--- src/rtl/rr_mux4x1_stream_pkg.sv ---
// ============================================================================
// Module   : rr_mux4x1_stream_pkg
// Brief    : Shared types for the round-robin 4:1 stream mux and its arbiter.
// Revision : 1.0
// ============================================================================
`default_nettype none

package rr_mux4x1_stream_pkg;

    localparam int NUM_LANES = 4;

    typedef logic [1:0] lane_idx_t;

    typedef enum logic [0:0] {
        IDLE = 1'b0,
        LOCK = 1'b1
    } state_t;

    function automatic lane_idx_t next_lane(input lane_idx_t lane);
        return lane_idx_t'(lane + 2'd1);
    endfunction

endpackage

`default_nettype wire

--- src/rtl/rr_arb4.sv ---
// ============================================================================
// Module   : rr_arb4
// Brief    : Combinational 4-way rotating-priority arbiter; ptr has top priority.
// Revision : 1.0
// ============================================================================
`default_nettype none

module rr_arb4
    import rr_mux4x1_stream_pkg::*;
(
    input  logic [NUM_LANES-1:0] req,
    input  lane_idx_t            ptr,
    output logic [NUM_LANES-1:0] gnt,
    output lane_idx_t            gnt_idx
);

    lane_idx_t w_cand;

    // Scan from lowest priority to highest so the closest requester to ptr wins.
    always_comb begin
        gnt     = '0;
        gnt_idx = ptr;
        w_cand  = ptr;
        for (int k = NUM_LANES - 1; k >= 0; k--) begin
            w_cand = lane_idx_t'(ptr + lane_idx_t'(k));
            if (req[w_cand]) begin
                gnt_idx = w_cand;
            end
        end
        if (|req) begin
            gnt[gnt_idx] = 1'b1;
        end
    end

endmodule

`default_nettype wire

--- src/rtl/rr_mux4x1_stream.sv ---
// ============================================================================
// Module   : rr_mux4x1_stream
// Brief    : Registered 4:1 valid/ready stream mux, round-robin, packet-locked.
// Revision : 1.0
// ============================================================================
`default_nettype none

module rr_mux4x1_stream
    import rr_mux4x1_stream_pkg::*;
#(
    parameter int WIDTH   = 8,
    parameter int LOCK_EN = 1
) (
    input  logic                       clk,
    input  logic                       rst,
    input  logic [NUM_LANES-1:0]       in_valid,
    input  logic [NUM_LANES*WIDTH-1:0] in_data,
    input  logic [NUM_LANES-1:0]       in_last,
    output logic [NUM_LANES-1:0]       in_ready,
    output logic                       out_valid,
    output logic [WIDTH-1:0]           out_data,
    output logic                       out_last,
    output logic [1:0]                 out_sel,
    input  logic                       out_ready
);

    state_t          r_state;
    state_t          w_state_nxt;
    lane_idx_t       r_ptr;
    lane_idx_t       w_ptr_nxt;
    lane_idx_t       r_lock_lane;
    lane_idx_t       w_lock_nxt;
    logic            r_out_valid;
    logic [WIDTH-1:0] r_out_data;
    logic            r_out_last;
    lane_idx_t       r_out_sel;

    logic [WIDTH-1:0]     w_lane_data [NUM_LANES];
    logic [NUM_LANES-1:0] w_rr_gnt;
    lane_idx_t            w_rr_idx;
    logic [NUM_LANES-1:0] w_grant;
    lane_idx_t            w_grant_idx;
    logic                 w_load_ok;
    logic                 w_xfer;

    genvar gi;
    for (gi = 0; gi < NUM_LANES; gi++) begin : g_lane
        assign w_lane_data[gi] = in_data[gi*WIDTH +: WIDTH];
    end

    rr_arb4 u_arb (
        .req     (in_valid),
        .ptr     (r_ptr),
        .gnt     (w_rr_gnt),
        .gnt_idx (w_rr_idx)
    );

    assign w_load_ok = !r_out_valid || out_ready;

    always_comb begin
        w_grant     = '0;
        w_grant_idx = w_rr_idx;
        if (r_state == LOCK) begin
            w_grant[r_lock_lane] = in_valid[r_lock_lane];
            w_grant_idx          = r_lock_lane;
        end else begin
            w_grant = w_rr_gnt;
        end
    end

    assign in_ready = (rst || !w_load_ok) ? '0 : w_grant;
    assign w_xfer   = |in_ready;

    always_comb begin
        w_state_nxt = r_state;
        w_ptr_nxt   = r_ptr;
        w_lock_nxt  = r_lock_lane;
        if (w_xfer) begin
            if (LOCK_EN == 0) begin
                w_state_nxt = IDLE;
                w_ptr_nxt   = next_lane(w_grant_idx);
            end else if (in_last[w_grant_idx]) begin
                // End of packet (or single-beat packet): release and rotate.
                w_state_nxt = IDLE;
                w_ptr_nxt   = next_lane(w_grant_idx);
            end else begin
                w_state_nxt = LOCK;
                w_lock_nxt  = w_grant_idx;
            end
        end
    end

    always_ff @(posedge clk) begin
        if (rst) begin
            r_state     <= IDLE;
            r_ptr       <= '0;
            r_lock_lane <= '0;
            r_out_valid <= 1'b0;
            r_out_data  <= '0;
            r_out_last  <= 1'b0;
            r_out_sel   <= '0;
        end else begin
            r_state     <= w_state_nxt;
            r_ptr       <= w_ptr_nxt;
            r_lock_lane <= w_lock_nxt;
            if (w_xfer) begin
                r_out_valid <= 1'b1;
                r_out_data  <= w_lane_data[w_grant_idx];
                r_out_last  <= in_last[w_grant_idx];
                r_out_sel   <= w_grant_idx;
            end else if (out_ready) begin
                r_out_valid <= 1'b0;
            end
        end
    end

    assign out_valid = r_out_valid;
    assign out_data  = r_out_data;
    assign out_last  = r_out_last;
    assign out_sel   = r_out_sel;

endmodule

`default_nettype wire

--- config.mk ---
export PLATFORM = sky130hd
export DESIGN_NAME = rr_mux4x1_stream
export DESIGN_NICKNAME = d
export VERILOG_FILES = /design/src/rtl/rr_mux4x1_stream_pkg.sv /design/src/rtl/rr_arb4.sv /design/src/rtl/rr_mux4x1_stream.sv
export SDC_FILE = /design/constraint.sdc
export NUM_CORES = 1
export LEC_CHECK = 0
export ABC_CLOCK_PERIOD_IN_PS = 3140
export CORE_MARGIN = 2
export CORE_UTILIZATION = 42
export CTS_CLUSTER_SIZE = 12
export DETAILED_ROUTE_END_ITERATION = 6
export HOLD_SLACK_MARGIN = 0.15
export MAX_ROUTING_LAYER = met4
export PLACE_DENSITY = 0.83
export SLEW_MARGIN = 20
export SYNTH_ARGS = -nofsm -noshare
export SYNTH_HDL_FRONTEND = slang
export SYNTH_SLANG_ARGS = --single-unit
--- constraint.sdc ---
create_clock -name clk -period 3.14 [get_ports clk]
set_input_delay 0.628 -clock clk [delete_from_list [all_inputs] [get_ports clk]]
set_output_delay 0.628 -clock clk [all_outputs]
set_load 0.005 [all_outputs]
==> impl_metrics.tcl, run 1 <==
set metrics [dict create \
    yosysMostFrequentCell "mux2i_1" \
    reg2reg_from "r_ptr[1]" \
    root_buffer "clkbuf_4" \
    yosys-top-cells-area "dfxtp_1 25%, mux2i_1 23%, a2111oi_4 4.0%" \
    gp_congestion 0.876 \
    drive_above_1_share 0.237 \
    status "complete, no violations" \
    drtIter0Drc 54 \
    timing.fmax_mhz 327 \
    grt_usage 0.214 \
    wl_per_cell_um 13.8 \
    synth_cell_types 45 \
    grt_overflow_total 0 \
    critPathKind "in -> out" \
    nFillCells 246 \
    synth_top_area_frac 0.249 \
    setup_viol 0 \
    chipHeight_um 61.1 \
    start_util 0.445 \
    critPathMaxFanout 6 \
    syn_area_um2 1370 \
    antenna_found_initial 0 \
    cts_tree "built" \
    hold_class "reg -> reg" \
    drt-total-wl_um 3580 \
    first_global_vias 1395 \
    cp_data_arrival_time_ns 2.43 \
    antenna_left 0 \
    final.min_clock_period_ns 3.06 \
    ys_ff_latch 17 \
    drc_errors 0 \
    synthTopCellsByCount "32 x mux2i_1, 17 x dfxtp_1, 10 x a21oi_1, 10 x nor2_1, 6 x nand2_1" \
    firstDrtPassIters 4 \
    cts_inserted_buffers 3 \
    top_layer "met4" \
    nets 259 \
    wl_met3_um 217 \
    ys.flop_type "dfxtp_1" \
    die_area_um2 3730 \
    vias 1356 \
    setup_tns_ns 0 \
    ys_seq_area_frac 0.249 \
    min_delay_path_depth 2 \
    syn_inst 140 \
    syn_to_final_growth_pct 58.1 \
    vdd_ir_drop_max_mv 0.438 \
    dp_slack_ns -0.242 \
    port_buffers 58 \
    grt_max_degree 19 \
    rsz0062_at_grt "no" \
    p_per_area_nw_per_um2 869 \
    async_flop_share 0 \
    drv_cap 0 \
    wl_met2_um 1760 \
    yosysTopAreaCell "dfxtp_1" \
    ctsHoldBuffers 0 \
    die_w_um 61.1 \
    min_to "out_last" \
    coreArea_um2 3080 \
    p_leak_nw 0.941 \
    finalMaxSlewViolations 0 \
    fin_ws_ns 0.0835 \
    synth_fp_nets 183 \
    hpwlAfterDp_um 2940 \
    r2r_end "out_data[4]" \
    synth_warnings 0 \
    rows 20 \
    fin_crit_sh 0.973 \
    syn_avg_cell_area_um2 9.78 \
    slew_headroom 0.640 \
    worst_ep_required_time_ns 2.51 \
    hp-start "out_last" \
    clkTransAtPathRegs_ns 0.11 \
    antenna_cells 0 \
    clock_latency_ns 0.31 \
    r2r_slack_ns 0.56 \
    num_io_pins 59 \
    wl_met1_um 1500 \
    end_kind "primary output" \
    clock_path_buffers 2 \
    clock-sinks 17 \
    synth_edf_count 0 \
    start_kind "input port" \
    skew_ns 0.00727 \
    worstMarginPinSlew_ns 0.534 \
    grt_pass1_wl_um 5780 \
    hold_violations 0 \
    htreeDepth 1 \
    via_per_inst 5.24 \
    ff2ff_path_depth 10 \
    fin_hold_ws_ns 0.469 \
]
timing repair:
action,in CTS,in global routing
endpoints found under the setup margin,4,2
resized for setup,9,1
setup buffers,0,1
gates cloned,0,0
pin swaps,1,1
worst max-delay path, cell delays in order:
cell and delay (ns):
dlygate4sd2_1 0.30, nor3_2 0.26, a2111oi_4 0.10, nor3_2 0.29, a41oi_1 0.09, nor2_1 0.22
clkdlybuf4s50_1 0.53
per-layer routing:
layer  vias to the layer above  track usage
li1                        667            -
met1                       620        0.239
met2                        60        0.350
met3                         9       0.0504
met4                         0        0.121
met5                         -            -
kinds of logic after synthesis:
logic type	Yosys count	share of synthesized area
muxes	37	0.286
DFF	17	0.249
AOI/OAI and AO/OA	31	0.218
buffers and inverters	13	0.0594
xor gates and xnor gates	1	0.00640
and+or+nand+nor	41	0.182
final cells by class:
class	instances	area, um2	area share
multi-input combinational	110	972	0.449
timing repair buffer	80	754	0.349
sequential	17	340	0.157
tap	44	55.1	0.0254
clock buffer	3	22.5	0.0104
inverter	4	15.0	0.00694
clock inverter	1	5.00	0.00231
power breakdown:
group          total, mW  switching, mW  internal, mW
logic               1.33          0.592         0.741
registers          0.423          0.108         0.315
clock network      0.125         0.0776        0.0476
state kept, by name, indices dropped and copies added (netlist names):
signal and count:
out_data 8, out_sel 2, out_last 1, out_valid 1, r_lock_lane 2, r_ptr 2, r_state 1
through the flow:
step | cells | utilization | power, mW | cell area, um2
after floorplan | 140 | - | 1.31 | 1370
after global placement | 254 | 0.688 | 1.72 | 2120
after detailed placement | 254 | 0.688 | 1.76 | 2120
after CTS | 258 | 0.700 | 1.89 | 2150
after global routing | 259 | 0.703 | 2.02 | 2160
final | 259 | 0.703 | 1.88 | 2160
cell usage in the layout, fill, tap and decap left out, types with 2 or more instances in the layout:
cell type        Yosys  layout
a211oi_2             3       3
a21oi_2              1       2
nor2b_1              3       2
o21ai_0              5       5
clkdlybuf4s50_1      0      52
dlygate4sd2_1        0       5
mux2_2               3       3
nand2_1              6       6
nor3b_1              2       2
nor3b_2              2       2
inv_1                4       4
clkbuf_4             0       3
nand2b_1             3       3
nand3_1              2       2
nor2_1              10      10
buf_4                0      21
a2111oi_4            2       2
a21oi_1             10       9
nor3_2               1       2
mux2i_1             32      32
dfxtp_1             17      17
how the worst max path moves through the flow:
stage,from,end,slack [ns],cells past startpoint
global placement,in_valid[0],in_ready[0],-0.19,6
CTS,in_valid[1],in_ready[1],0.05,8
global route,in_valid[2],in_ready[1],0.04,7
finish,in_valid[2],in_ready[1],0.08,7
detailed placement,in_valid[0],in_ready[0],-0.24,6
floorplan,rst,r_state,0.74,8
Power figures use the tool's default switching activity.
==> run 2: changes to the inputs <==
ABC_CLOCK_PERIOD_IN_PS = 3400   (was 3140)
clock period = 3.4 ns   (was 3.14 ns; I/O delays follow)
==> run 2 against run 1 <==
  * Register-to-register slack better by 0.24 ns
  * Die area unchanged
  * Core utilization down 0.69 points
  * Flip-flop and latch count unchanged
  * Highest routed layer unchanged
  * Setup slack better by 0.084 ns
  * Wire length down 2.6%
  * Total power down 8.6%
  * Critical path depth unchanged
  * Hold slack worse by 0.0054 ns
  * Global-route usage up 0.40 points
  * Clock power down 10%
  * Sequential share of layout area up 0.16 points
==> impl_metrics.tcl, run 2 (synthesis gave the netlist of run 1 again) <==
set metrics [dict create \
    min_delay_path_depth 2 \
    worstMarginPinSlew_ns 0.506 \
    drv_cap 0 \
    first_global_vias 1260 \
    clock_path_buffers 2 \
    hold_violations 0 \
    critPathMaxFanout 4 \
    cts_setup_buffers 0 \
    start_kind "input port" \
    clock_latency_ns 0.30 \
    coreArea_um2 3080 \
    clkTransAtPathRegs_ns 0.10 \
    fin_ws_ns 0.167 \
    finalMaxSlewViolations 0 \
    gp_congestion 0.851 \
    wl_per_cell_um 13.6 \
    drc_errors 0 \
    slew_headroom 0.662 \
    port_buffers 58 \
    root_buffer "clkbuf_4" \
    syn_to_final_growth_pct 56.6 \
    drtIter0Drc 101 \
    rows 20 \
    chipHeight_um 61.1 \
    cp_data_arrival_time_ns 2.55 \
    postLayoutCellArea_um2 2140 \
    drive_above_1_share 0.222 \
    wl_met2_um 1730 \
    end_kind "primary output" \
    grt_pass1_wl_um 5780 \
    clock-sinks 17 \
    final_cell_mix "53 x clkdlybuf4s50_1, 32 x mux2i_1, 18 x buf_4" \
    antenna_left 0 \
    min_to "out_last" \
    htreeDepth 1 \
    cts_inserted_buffers 3 \
    via_per_inst 5.18 \
    grt_overflow_total 0 \
    start_util 0.445 \
    die_area_um2 3730 \
    p_leak_nw 0.939 \
    firstDrtPassIters 4 \
    wl_met3_um 281 \
    layout_commonest_cell "clkdlybuf4s50_1" \
    timing.fmax_mhz 309 \
    hold_class "reg -> reg" \
    hp-start "out_last" \
    grt_max_degree 19 \
    nFillCells 252 \
    dpl_cell_area_um2 2100 \
    die_w_um 61.1 \
    largest_reg_flops 8 \
    wl_met1_um 1420 \
    cts_tree "built" \
    top_layer "met4" \
    critPathKind "in -> out" \
    post-route-util 0.696 \
    final.min_clock_period_ns 3.23 \
    rsz0062_at_grt "no" \
    hpwlAfterDp_um 2880 \
    ff2ff_path_depth 10 \
    dp_slack_ns -0.101 \
    grt_usage 0.218 \
    num_io_pins 59 \
    fin_crit_sh 0.951 \
    skew_ns 0.000853 \
    status "complete, no violations" \
    reg2reg_from "r_ptr[1]" \
    setup_viol 0 \
    vias 1327 \
    nets 256 \
    vdd_ir_drop_max_mv 0.361 \
    r2r_slack_ns 0.80 \
    antenna_found_initial 0 \
    drt-total-wl_um 3490 \
    fin_hold_ws_ns 0.463 \
    antenna_cells 0 \
    r2r_end "out_data[2]" \
    worst_ep_required_time_ns 2.72 \
    p_per_area_nw_per_um2 802 \
]
run 2: worst max path at each step:
| stage | cells after the start | slack, ns | from | end |
|---|---|---|---|---|
| 2_1_floorplan | 8 | 0.95 | rst | r_state |
| 3_3_place_gp | 6 | -0.03 | in_valid[0] | in_ready[0] |
| 3_5_place_dp | 7 | -0.10 | in_valid[3] | in_ready[1] |
| 4_1_cts | 6 | 0.05 | in_valid[1] | in_ready[2] |
| 5_1_grt | 7 | 0.05 | in_valid[1] | in_ready[1] |
| 6_report | 7 | 0.17 | in_valid[1] | in_ready[1] |
run 2: through the flow:
stage | TNS (ns) | instances | total power, mW
floorplan | 0 | 140 | 1.21
global placement | -0.0473 | 252 | 1.58
detailed placement | -0.221 | 252 | 1.62
CTS | 0 | 256 | 1.74
global route | 0 | 256 | 1.86
finish | 0 | 256 | 1.72
run 2: timing repair:
item / in CTS / in global routing
pin swaps: 1 / 0
gates resized for setup: 6 / 2
endpoints found under the setup margin: 3 / 2
hold buffers: 0 / 0
run 2: final cells by class:
cell class,instances,area [um2],share of cell area
timing repair buffer,77,737,0.344
clock inverter,1,5.00,0.00234
multi-input combinational,110,968,0.452
inverter,4,15.0,0.00701
clock buffer,3,22.5,0.0105
sequential,17,340,0.159
tap,44,55.1,0.0257
run 2: critical path: stages:
cell,delay (ns)
clkdlybuf4s50_1,0.53
buf_4,0.17
a2111oi_4,0.05
nor3_2,0.34
a41oi_1,0.07
nor2_1,0.18
clkdlybuf4s50_1,0.53
run 2: power by group:
part | total, mW | switching [mW] | internal (mW)
combinational | 1.22 | 0.540 | 0.680
sequential | 0.387 | 0.0961 | 0.291
clock | 0.112 | 0.0681 | 0.0439
total | 1.72 | 0.704 | 1.02
run 2: layer usage:
metal / track usage / vias to the layer above
met1: 0.261 / 600
met4: 0.0839 / 0
met2: 0.356 / 61
met5: - / -
li1: - / 662
met3: 0.0504 / 4
==> run 3: changes to the inputs <==
CORE_MARGIN = 3   (was 2)
PLACE_DENSITY = not set   (was 0.83)
PLACE_DENSITY_LB_ADDON = 0.08   (was not set)
TNS_END_PERCENT = 1   (was not set)
==> run 3 against run 2 <==
  * Die area up 6.7%
  * Setup slack worse by 0.028 ns
  * Sequential power about the same
  * Core utilization up 0.41 points
  * Maximum frequency down 0.87%
  * Design area up 0.58%
  * Total power up 0.23%
  * Critical path type unchanged
==> impl_metrics.tcl, run 3 (synthesis gave the netlist of run 1 again) <==
set metrics [dict create \
    status "complete, no violations" \
    drive_above_1_share 0.234 \
    fin_ws_ns 0.139 \
    rsz0062_at_grt "no" \
    first_global_vias 1403 \
    drtIter0Drc 64 \
    critPathKind "in -> out" \
    antenna_found_initial 0 \
    nFillCells 256 \
    hold_class "reg -> reg" \
    p_total_mw 1.72 \
    nets 258 \
    drc_errors 0 \
    grt_usage 0.209 \
    layout_commonest_cell "clkdlybuf4s50_1" \
    power.internal_mw 1.02 \
    die_w_um 63.1 \
    root_buffer "clkbuf_4" \
    hold_violations 0 \
    placed_cells 254 \
    combPwrFrac 0.711 \
    cts_inserted_buffers 3 \
    slew_headroom 0.650 \
    dp_slack_ns -0.108 \
    switching_share 0.410 \
    finalMaxSlewViolations 0 \
    clock_latency_ns 0.29 \
    fin_hold_ws_ns 0.471 \
    power_frac_seq 0.225 \
    start_kind "input port" \
    clock-sinks 17 \
    power_switching_uw 707 \
    antenna_left 0 \
    drt-total-wl_um 3810 \
    end_kind "primary output" \
    vdd_ir_drop_max_mv 0.475 \
    cts_setup_buffers 0 \
    via_per_inst 5.16 \
    worstMarginPinSlew_ns 0.518 \
    final_cell_mix "53 x clkdlybuf4s50_1, 32 x mux2i_1, 21 x buf_4" \
    hp-start "out_sel[1]" \
    wl_per_cell_um 14.8 \
    grt_overflow_total 0 \
    p_per_area_nw_per_um2 800 \
    skew_ns 0.00717 \
    largest_reg_flops 8 \
    reg2reg_from "r_ptr[1]" \
    min_to "out_sel[1]" \
    setup_tns_ns 0 \
    timing.fmax_mhz 307 \
    grt_pass1_wl_um 6640 \
    coreArea_um2 3080 \
    p_leak_nw 0.944 \
    final.min_clock_period_ns 3.26 \
    clkTransAtPathRegs_ns 0.10 \
    cp_data_arrival_time_ns 2.58 \
    critPathMaxFanout 4 \
    rows 20 \
    setup_viol 0 \
    chipHeight_um 63.1 \
    start_util 0.445 \
    r2r_slack_ns 0.70 \
    r2r_end "out_data[3]" \
    vias 1332 \
    final_cells 258 \
    gp_congestion 0.920 \
    die_area_um2 3980 \
    worst_ep_required_time_ns 2.72 \
    clock_path_buffers 2 \
    htreeDepth 1 \
    ff2ff_path_depth 11 \
    drv_cap 0 \
    syn_to_final_growth_pct 57.5 \
    p_clk_frac 0.064 \
    grt_max_degree 19 \
    min_delay_path_depth 2 \
    cts_tree "built" \
    fin_crit_sh 0.959 \
    antenna_cells 0 \
    hpwlAfterDp_um 3150 \
    port_buffers 58 \
    num_io_pins 59 \
    firstDrtPassIters 4 \
]
run 3: cell count changes in the layout (fill, tap and decap cells not counted):
cell,previous run,this run
nor3_2,2,1
buf_12,1,0
a21oi_1,10,9
a21oi_2,1,2
buf_4,18,21
nor3_4,0,1
run 3: worst max path at each step:
stage,startpoint,end,cells past startpoint
2_1_floorplan,rst,r_state,8
3_3_place_gp,in_valid[0],in_ready[0],6
3_5_place_dp,in_valid[3],in_ready[0],6
4_1_cts,in_valid[1],in_ready[2],6
5_1_grt,in_valid[1],in_ready[1],7
6_report,in_valid[1],in_ready[3],7
run 3: layout make-up:
| cell class | count | area, um2 | share of cell area |
|---|---|---|---|
| Timing Repair Buffer | 79 | 739 | 0.343 |
| Sequential cell | 17 | 340 | 0.158 |
| Tap cell | 44 | 55.1 | 0.0255 |
| Inverter | 4 | 15.0 | 0.00696 |
| Clock inverter | 1 | 5.00 | 0.00232 |
| Clock buffer | 3 | 22.5 | 0.0104 |
| Multi-Input combinational cell | 110 | 978 | 0.454 |
run 3: worst max-delay path, stage by stage:
cell and delay (ns):
clkdlybuf4s50_1 0.46, buf_4 0.18, a2111oi_4 0.31, buf_4 0.21, o21ai_0 0.08, a21oi_1 0.15, clkdlybuf4s50_1 0.51
run 3: metal layers:
layer  track usage  wire length [um]  vias to the layer above
met3        0.0374               181                        3
met4        0.0193                11                        0
met5             -                 0                        -
met2         0.373              2050                       40
li1              -                 -                      662
met1         0.253              1560                      627
run 3: power groups by stage:
stage	Clock (mW)	Sequential, mW	Combinational [mW]
2_1_floorplan	0	0.352	0.858
3_3_place_gp	0	0.381	1.20
3_5_place_dp	0	0.388	1.23
4_1_cts	0.116	0.386	1.24
5_1_grt	0.123	0.404	1.33
6_report	0.110	0.388	1.23
run 3: stage by stage:
| step | util | cell area [um2] |
|---|---|---|
| floorplan | - | 1370 |
| global placement | 0.684 | 2100 |
| detailed placement | 0.684 | 2100 |
| CTS | 0.697 | 2150 |
| global route | 0.700 | 2160 |
| finish | 0.700 | 2160 |
run 3: repair_timing:
item	in CTS	in global routing
hold buffers	0	0
pin swaps	1	0
endpoints found under the setup margin	4	2
resized for setup	7	3
